$ cat config.mk
export PLATFORM = sky130hd
export DESIGN_NAME = bcd_seg_scan4_flat
export DESIGN_NICKNAME = d
export VERILOG_FILES = /design/src/rtl/bcd_seg_scan4_if.sv /design/src/rtl/bcd_seg_scan4.sv /design/src/flat_wrapper.sv
export SDC_FILE = /design/constraint.sdc
export NUM_CORES = 1
export LEC_CHECK = 0
export BUFFER_PORTS_ARGS = -buffer_cell sky130_fd_sc_hd__buf_2
export CORE_MARGIN = 5
export CORE_UTILIZATION = 52
export CTS_CLUSTER_DIAMETER = 150
export DETAILED_ROUTE_END_ITERATION = 10
export PLACE_DENSITY_LB_ADDON = 0.05
export REMOVE_ABC_BUFFERS = 1
export SYNTH_ARGS = -nofsm -noshare
export SYNTH_HDL_FRONTEND = slang
export SYNTH_SLANG_ARGS = --single-unit
export TNS_END_PERCENT = 20
$ cat constraint.sdc
create_clock -name clock -period 2.6 [get_ports clock]
set_input_delay 0.26 -clock clock [delete_from_list [all_inputs] [get_ports clock]]
set_output_delay 0.26 -clock clock [all_outputs]
set_load 0.02 [all_outputs]
$ cat src/rtl/bcd_seg_scan4_if.sv
// ============================================================================
// Module      : bcd_seg_scan4_if
// Description : BCD snapshot input and multiplexed 7-segment output bundle.
// Revision    : 1.0 - initial release
// ============================================================================
`default_nettype none

interface bcd_seg_scan4_if;
    logic [15:0] digits;
    logic        load;
    logic [6:0]  seg;
    logic [3:0]  dig_sel;
    logic        frame;

    modport master (
        output digits,
        output load,
        input  seg,
        input  dig_sel,
        input  frame
    );

    modport slave (
        input  digits,
        input  load,
        output seg,
        output dig_sel,
        output frame
    );
endinterface

`default_nettype wire

$ cat src/rtl/bcd_seg_scan4.sv
// ============================================================================
// Module      : bcd_seg_scan4
// Description : Four-digit BCD snapshot scanner for a common-anode display.
//               Optional leading-zero blanking via macro SEGSCAN_LZB_EN.
// Revision    : 1.0 - initial release
// ============================================================================
`default_nettype none

module bcd_seg_scan4 #(
    parameter int PRESCALE = 4
) (
    input  wire              clock,
    input  wire              reset,
    bcd_seg_scan4_if.slave   bus
);

    localparam int                   c_PW         = (PRESCALE > 2) ? $clog2(PRESCALE) : 1;
    localparam logic [c_PW-1:0]      c_PRESC_MAX  = c_PW'(PRESCALE - 1);
    localparam logic [6:0]           c_SEG_BLANK  = 7'h7F;
    localparam logic [3:0]           c_SEL_OFF    = 4'hF;

    logic [c_PW-1:0] r_presc;
    logic [1:0]      r_idx;
    logic [15:0]     r_snap;
    logic [6:0]      r_seg;
    logic [3:0]      r_dig_sel;
    logic            r_frame;

    logic            w_tick;
    logic [3:0]      w_cur;
    logic            w_lz_blank;
    logic [6:0]      w_seg_next;

    function automatic logic [6:0] f_dec(input logic [3:0] i_bcd);
        logic [6:0] v;
        case (i_bcd)
            4'd0:    v = 7'h40;
            4'd1:    v = 7'h79;
            4'd2:    v = 7'h24;
            4'd3:    v = 7'h30;
            4'd4:    v = 7'h19;
            4'd5:    v = 7'h12;
            4'd6:    v = 7'h02;
            4'd7:    v = 7'h78;
            4'd8:    v = 7'h00;
            4'd9:    v = 7'h10;
            default: v = 7'h7F;
        endcase
        return v;
    endfunction

    assign w_tick = (r_presc == c_PRESC_MAX);

    always_comb begin
        w_cur = 4'h0;
        case (r_idx)
            2'd0: w_cur = r_snap[3:0];
            2'd1: w_cur = r_snap[7:4];
            2'd2: w_cur = r_snap[11:8];
            2'd3: w_cur = r_snap[15:12];
            default: w_cur = 4'h0;
        endcase
    end

`ifdef SEGSCAN_LZB_EN
    // A digit is a leading zero when it and every more significant digit are 0.
    always_comb begin
        w_lz_blank = 1'b0;
        case (r_idx)
            2'd3: w_lz_blank = (r_snap[15:12] == 4'h0);
            2'd2: w_lz_blank = (r_snap[15:8]  == 8'h00);
            2'd1: w_lz_blank = (r_snap[15:4]  == 12'h000);
            default: w_lz_blank = 1'b0;
        endcase
    end
`else
    assign w_lz_blank = 1'b0;
`endif

    assign w_seg_next = w_lz_blank ? c_SEG_BLANK : f_dec(w_cur);

    always_ff @(posedge clock) begin
        if (!reset) begin
            r_presc   <= '0;
            r_idx     <= 2'd0;
            r_snap    <= 16'h0000;
            r_seg     <= c_SEG_BLANK;
            r_dig_sel <= c_SEL_OFF;
            r_frame   <= 1'b0;
        end else begin
            r_presc <= w_tick ? '0 : r_presc + c_PW'(1);
            if (bus.load) begin
                r_snap <= bus.digits;
            end
            // The tick cycle is the blank gap between slots; frame marks the end of digit3.
            if (w_tick) begin
                r_idx     <= r_idx + 2'd1;
                r_seg     <= c_SEG_BLANK;
                r_dig_sel <= c_SEL_OFF;
                r_frame   <= (r_idx == 2'd3);
            end else begin
                r_seg     <= w_seg_next;
                r_dig_sel <= ~(4'b0001 << r_idx);
                r_frame   <= 1'b0;
            end
        end
    end

    assign bus.seg     = r_seg;
    assign bus.dig_sel = r_dig_sel;
    assign bus.frame   = r_frame;

endmodule

`default_nettype wire

$ cat src/flat_wrapper.sv
// flat-port wrapper written by rule: the top's interface ports become plain ports
module bcd_seg_scan4_flat 
#(
    parameter int PRESCALE = 4
)
  (clock, reset, bus_digits, bus_load, bus_seg, bus_dig_sel, bus_frame);
  bcd_seg_scan4_if bus_i ();
  input  wire clock;
  input  wire reset;
  input wire logic [$bits(bus_i.digits)-1:0] bus_digits;
  input wire logic [$bits(bus_i.load)-1:0] bus_load;
  output wire logic [$bits(bus_i.seg)-1:0] bus_seg;
  output wire logic [$bits(bus_i.dig_sel)-1:0] bus_dig_sel;
  output wire logic [$bits(bus_i.frame)-1:0] bus_frame;
  assign bus_i.digits = bus_digits;
  assign bus_i.load = bus_load;
  assign bus_seg = bus_i.seg;
  assign bus_dig_sel = bus_i.dig_sel;
  assign bus_frame = bus_i.frame;
  bcd_seg_scan4 #(.PRESCALE(PRESCALE)) u_core (.clock(clock), .reset(reset), .bus(bus_i));
endmodule
==> qor.txt <==
Final Hold Vio Count = 0
End point of the critical path = u_core.bus.seg[0]
WL final = 2510 µm
Synth Instances = 133
Starting Density = 54.9%
Clk network pwr share = 30.4%
Port Buffer Count = 30
Final setup skew = 0.00412 ns
Core area = 2500 µm²
Crit start category = flip-flop
Setup repair bufs after CTS = 0
Type of the worst setup path = reg -> reg
CP startpoint = u_core.r_idx[0]
Max Clk Rate = 458 MHz
Area of the multi-input gates = 671 µm²
CTS clk-pin slew, worst paths = 0.09 ns
FF-to-FF End = u_core.bus.seg[0]
Cell Area, Synth = 1370 µm²
Layout fillers = 202
R2R Path Start = u_core.r_idx[0]
Outcome = complete, no violations
Final worst-path cycle share = 83.9%
Io pins = 31
Part of the power in registers = 53.7%
Die Wd = 61.4 µm
Initial drt markers = 43
Reg-to-reg setup timing slack = 0.42 ns
Reg area = 641 µm²
Max FO, Critical Path = 11
Vias per cell = 5.19
Ys Warns = 0
R2R depth = 6
Area Growth Syn to Fin = 16.4%
PostCTS Resize Cnt = 0
Max VDD drop = 0.412 mV
RSZ-0062 raised after global routing = false
PD cells = 631 nW/µm²
Die H = 61.4 µm
Nets = 191
Slew HR = 46.1%
Row count = 18
Max clock buf depth = 2
Setup violators final = 0
Initial antenna violation count = 0
Drt wl/cell = 13.0 µm
Setup TNS = 0 ns
CTS Buf Count = 5
Switching portion of total power = 25.7%
DRC viols = 0
Setup crit end kind = flip-flop
Hold_buf cts = 0
Max Cap Violations = 0
Ant diodes = 0
Crit path DAT = 2.44 ns
CTS tree = yes
GP Congestion = 0.740
DRT Pass-1 Iters = 4
Fin. max-slew vios = 0
Hold Slack = 0.192 ns
H-tree lvl count = 2
Synth Register Bits = 32
Register area share after synthesis = 46.7%
Worst EP required = 2.86 ns
Min Clock Period, post-route = 2.18 ns
Root Buffer = clkbuf_4
P_sw = 0.259 mW
Pint = 0.750 mW
All-layer global routing usage = 14.9%
Syn avg cell area = 10.3 µm²
Combinational power share = 16.0%
GRT Residual Overflow = 0
DP HPWL = 1880 µm
Share of layout cells above drive strength 1 = 23.3%
DRT antenna net count = 0
Least-Margin Pin Slew = 0.786 ns
Yosys cell types = 25
Leakage = 0.726 nW
Pin count of the biggest net entering global routing = 22
Hold Crit Class = in -> reg
Worst-Skew Late Latency = 0.32 ns
Routed via count = 1002
Vias in the first global route = 971
# clock sinks = 32
First-pass GRT wire length = 4080 µm
Die area = 3770 µm²
final cells by class:
type / instances / share of cell area [%]
tap: 30 / 2.35
clock buffer: 7 / 4.07
multi-input combinational: 85 / 42.0
timing repair buffer: 30 / 9.40
inverter: 9 / 2.11
sequential: 32 / 40.1
synth_stat cells:
cell type  count  area (µm²)
nor2_1         2        7.51
dfxtp_1       32         641
o21a_1         1        7.51
a22o_1         1        8.76
a222oi_1       3        30.0
and3_1         2        12.5
and2_1         3        18.8
a21oi_1        2        10.0
or4b_1         1        10.0
nand2b_1       1        6.26
a22oi_1        3        22.5
inv_1          9        33.8
ha_1           9         113
nor2b_1       18         113
xor2_1         1        8.76
nor3_1         1        5.00
mux2i_1       20         200
buf_2          1        5.00
nand4_1        2        12.5
a211oi_1       2        15.0
o21ai_0        6        30.0
clkbuf_1       6        22.5
nand2_1        5        18.8
mux2i_2        1        13.8
nor3b_1        1        7.51
how the worst min path moves through the flow:
| stage | startpoint | endpoint | slack, ns | cells past startpoint |
|---|---|---|---|---|
| global placement | u_core.r_presc[0] | u_core.r_presc[0] | 0.41 | 1 |
| finish | bus_digits[5] | u_core.r_snap[5] | 0.19 | 3 |
| floorplan | reset | u_core.r_idx[0] | 0.38 | 1 |
| CTS | bus_digits[11] | u_core.r_snap[11] | 0.19 | 3 |
| detailed placement | u_core.r_presc[0] | u_core.r_presc[0] | 0.41 | 1 |
| global route | bus_digits[11] | u_core.r_snap[11] | 0.20 | 3 |
cells by family after synthesis:
logic type | after synthesis | synth area share, %
AOI/OAI and AO/OA | 18 | 9.02
xor gates and xnor gates | 1 | 0.638
adders and majority gates | 9 | 8.20
buffers and inverters | 16 | 4.47
DFF | 32 | 46.7
muxes | 21 | 15.6
and+or+nand+nor | 36 | 15.4
stage by stage:
| step | std cells | power (mW) | worst slack, ns | instance area [µm²] | utilization (%) |
|---|---|---|---|---|---|
| global route | 193 | 1.06 | 0.282 | 1600 | 63.9 |
| finish | 193 | 1.01 | 0.418 | 1600 | 63.9 |
| detailed placement | 186 | 0.715 | 0.479 | 1530 | 61.3 |
| global placement | 186 | 0.710 | 0.533 | 1530 | 61.3 |
| CTS | 193 | 1.02 | 0.457 | 1600 | 63.9 |
| floorplan | 126 | 0.657 | 0.676 | 1350 | - |
cell usage in the layout, fill, tap and decap left out, types with 2 or more instances in the layout:
cell type,Yosys,final
a211oi_1,2,2
a21oi_1,2,2
a222oi_1,3,3
a22oi_1,3,3
and2_1,3,3
and3_1,2,2
buf_2,1,30
clkbuf_4,0,5
clkbuf_8,0,2
dfxtp_1,32,32
ha_1,9,9
inv_1,9,9
mux2i_1,20,20
nand2_1,5,5
nand4_1,2,2
nor2_1,2,2
nor2b_1,18,18
o21ai_0,6,6
per-layer routing:
layer,GRT usage (%),vias up,part of all wire [%]
li1,-,512,-
met3,5.03,5,7.1
met5,0,-,0
met1,17.3,460,43
met2,24.8,25,48
met4,7.27,0,1.7
state kept, by name, indices dropped and copies added (netlist names):
signal,cells
u_core.r_presc,2
u_core.bus.seg,7
u_core.r_idx,2
u_core.bus.frame,1
u_core.r_snap,16
u_core.bus.dig_sel,4
critical path, cell delays in order (launching register included):
cell      delay [ns]
dfxtp_1         0.41
inv_1           0.11
ha_1            0.27
a222oi_1        0.32
mux2i_1         0.32
or4b_1          0.57
nand4_1         0.11
power groups by stage:
stage	sequential (mW)	clock, mW	combinational [mW]
global placement	0.552	0	0.157
CTS	0.542	0.311	0.163
finish	0.541	0.306	0.161
floorplan	0.571	0	0.0853
detailed placement	0.553	0	0.161
global route	0.546	0.336	0.180
No activity file was read; power rests on OpenSTA's default activity.
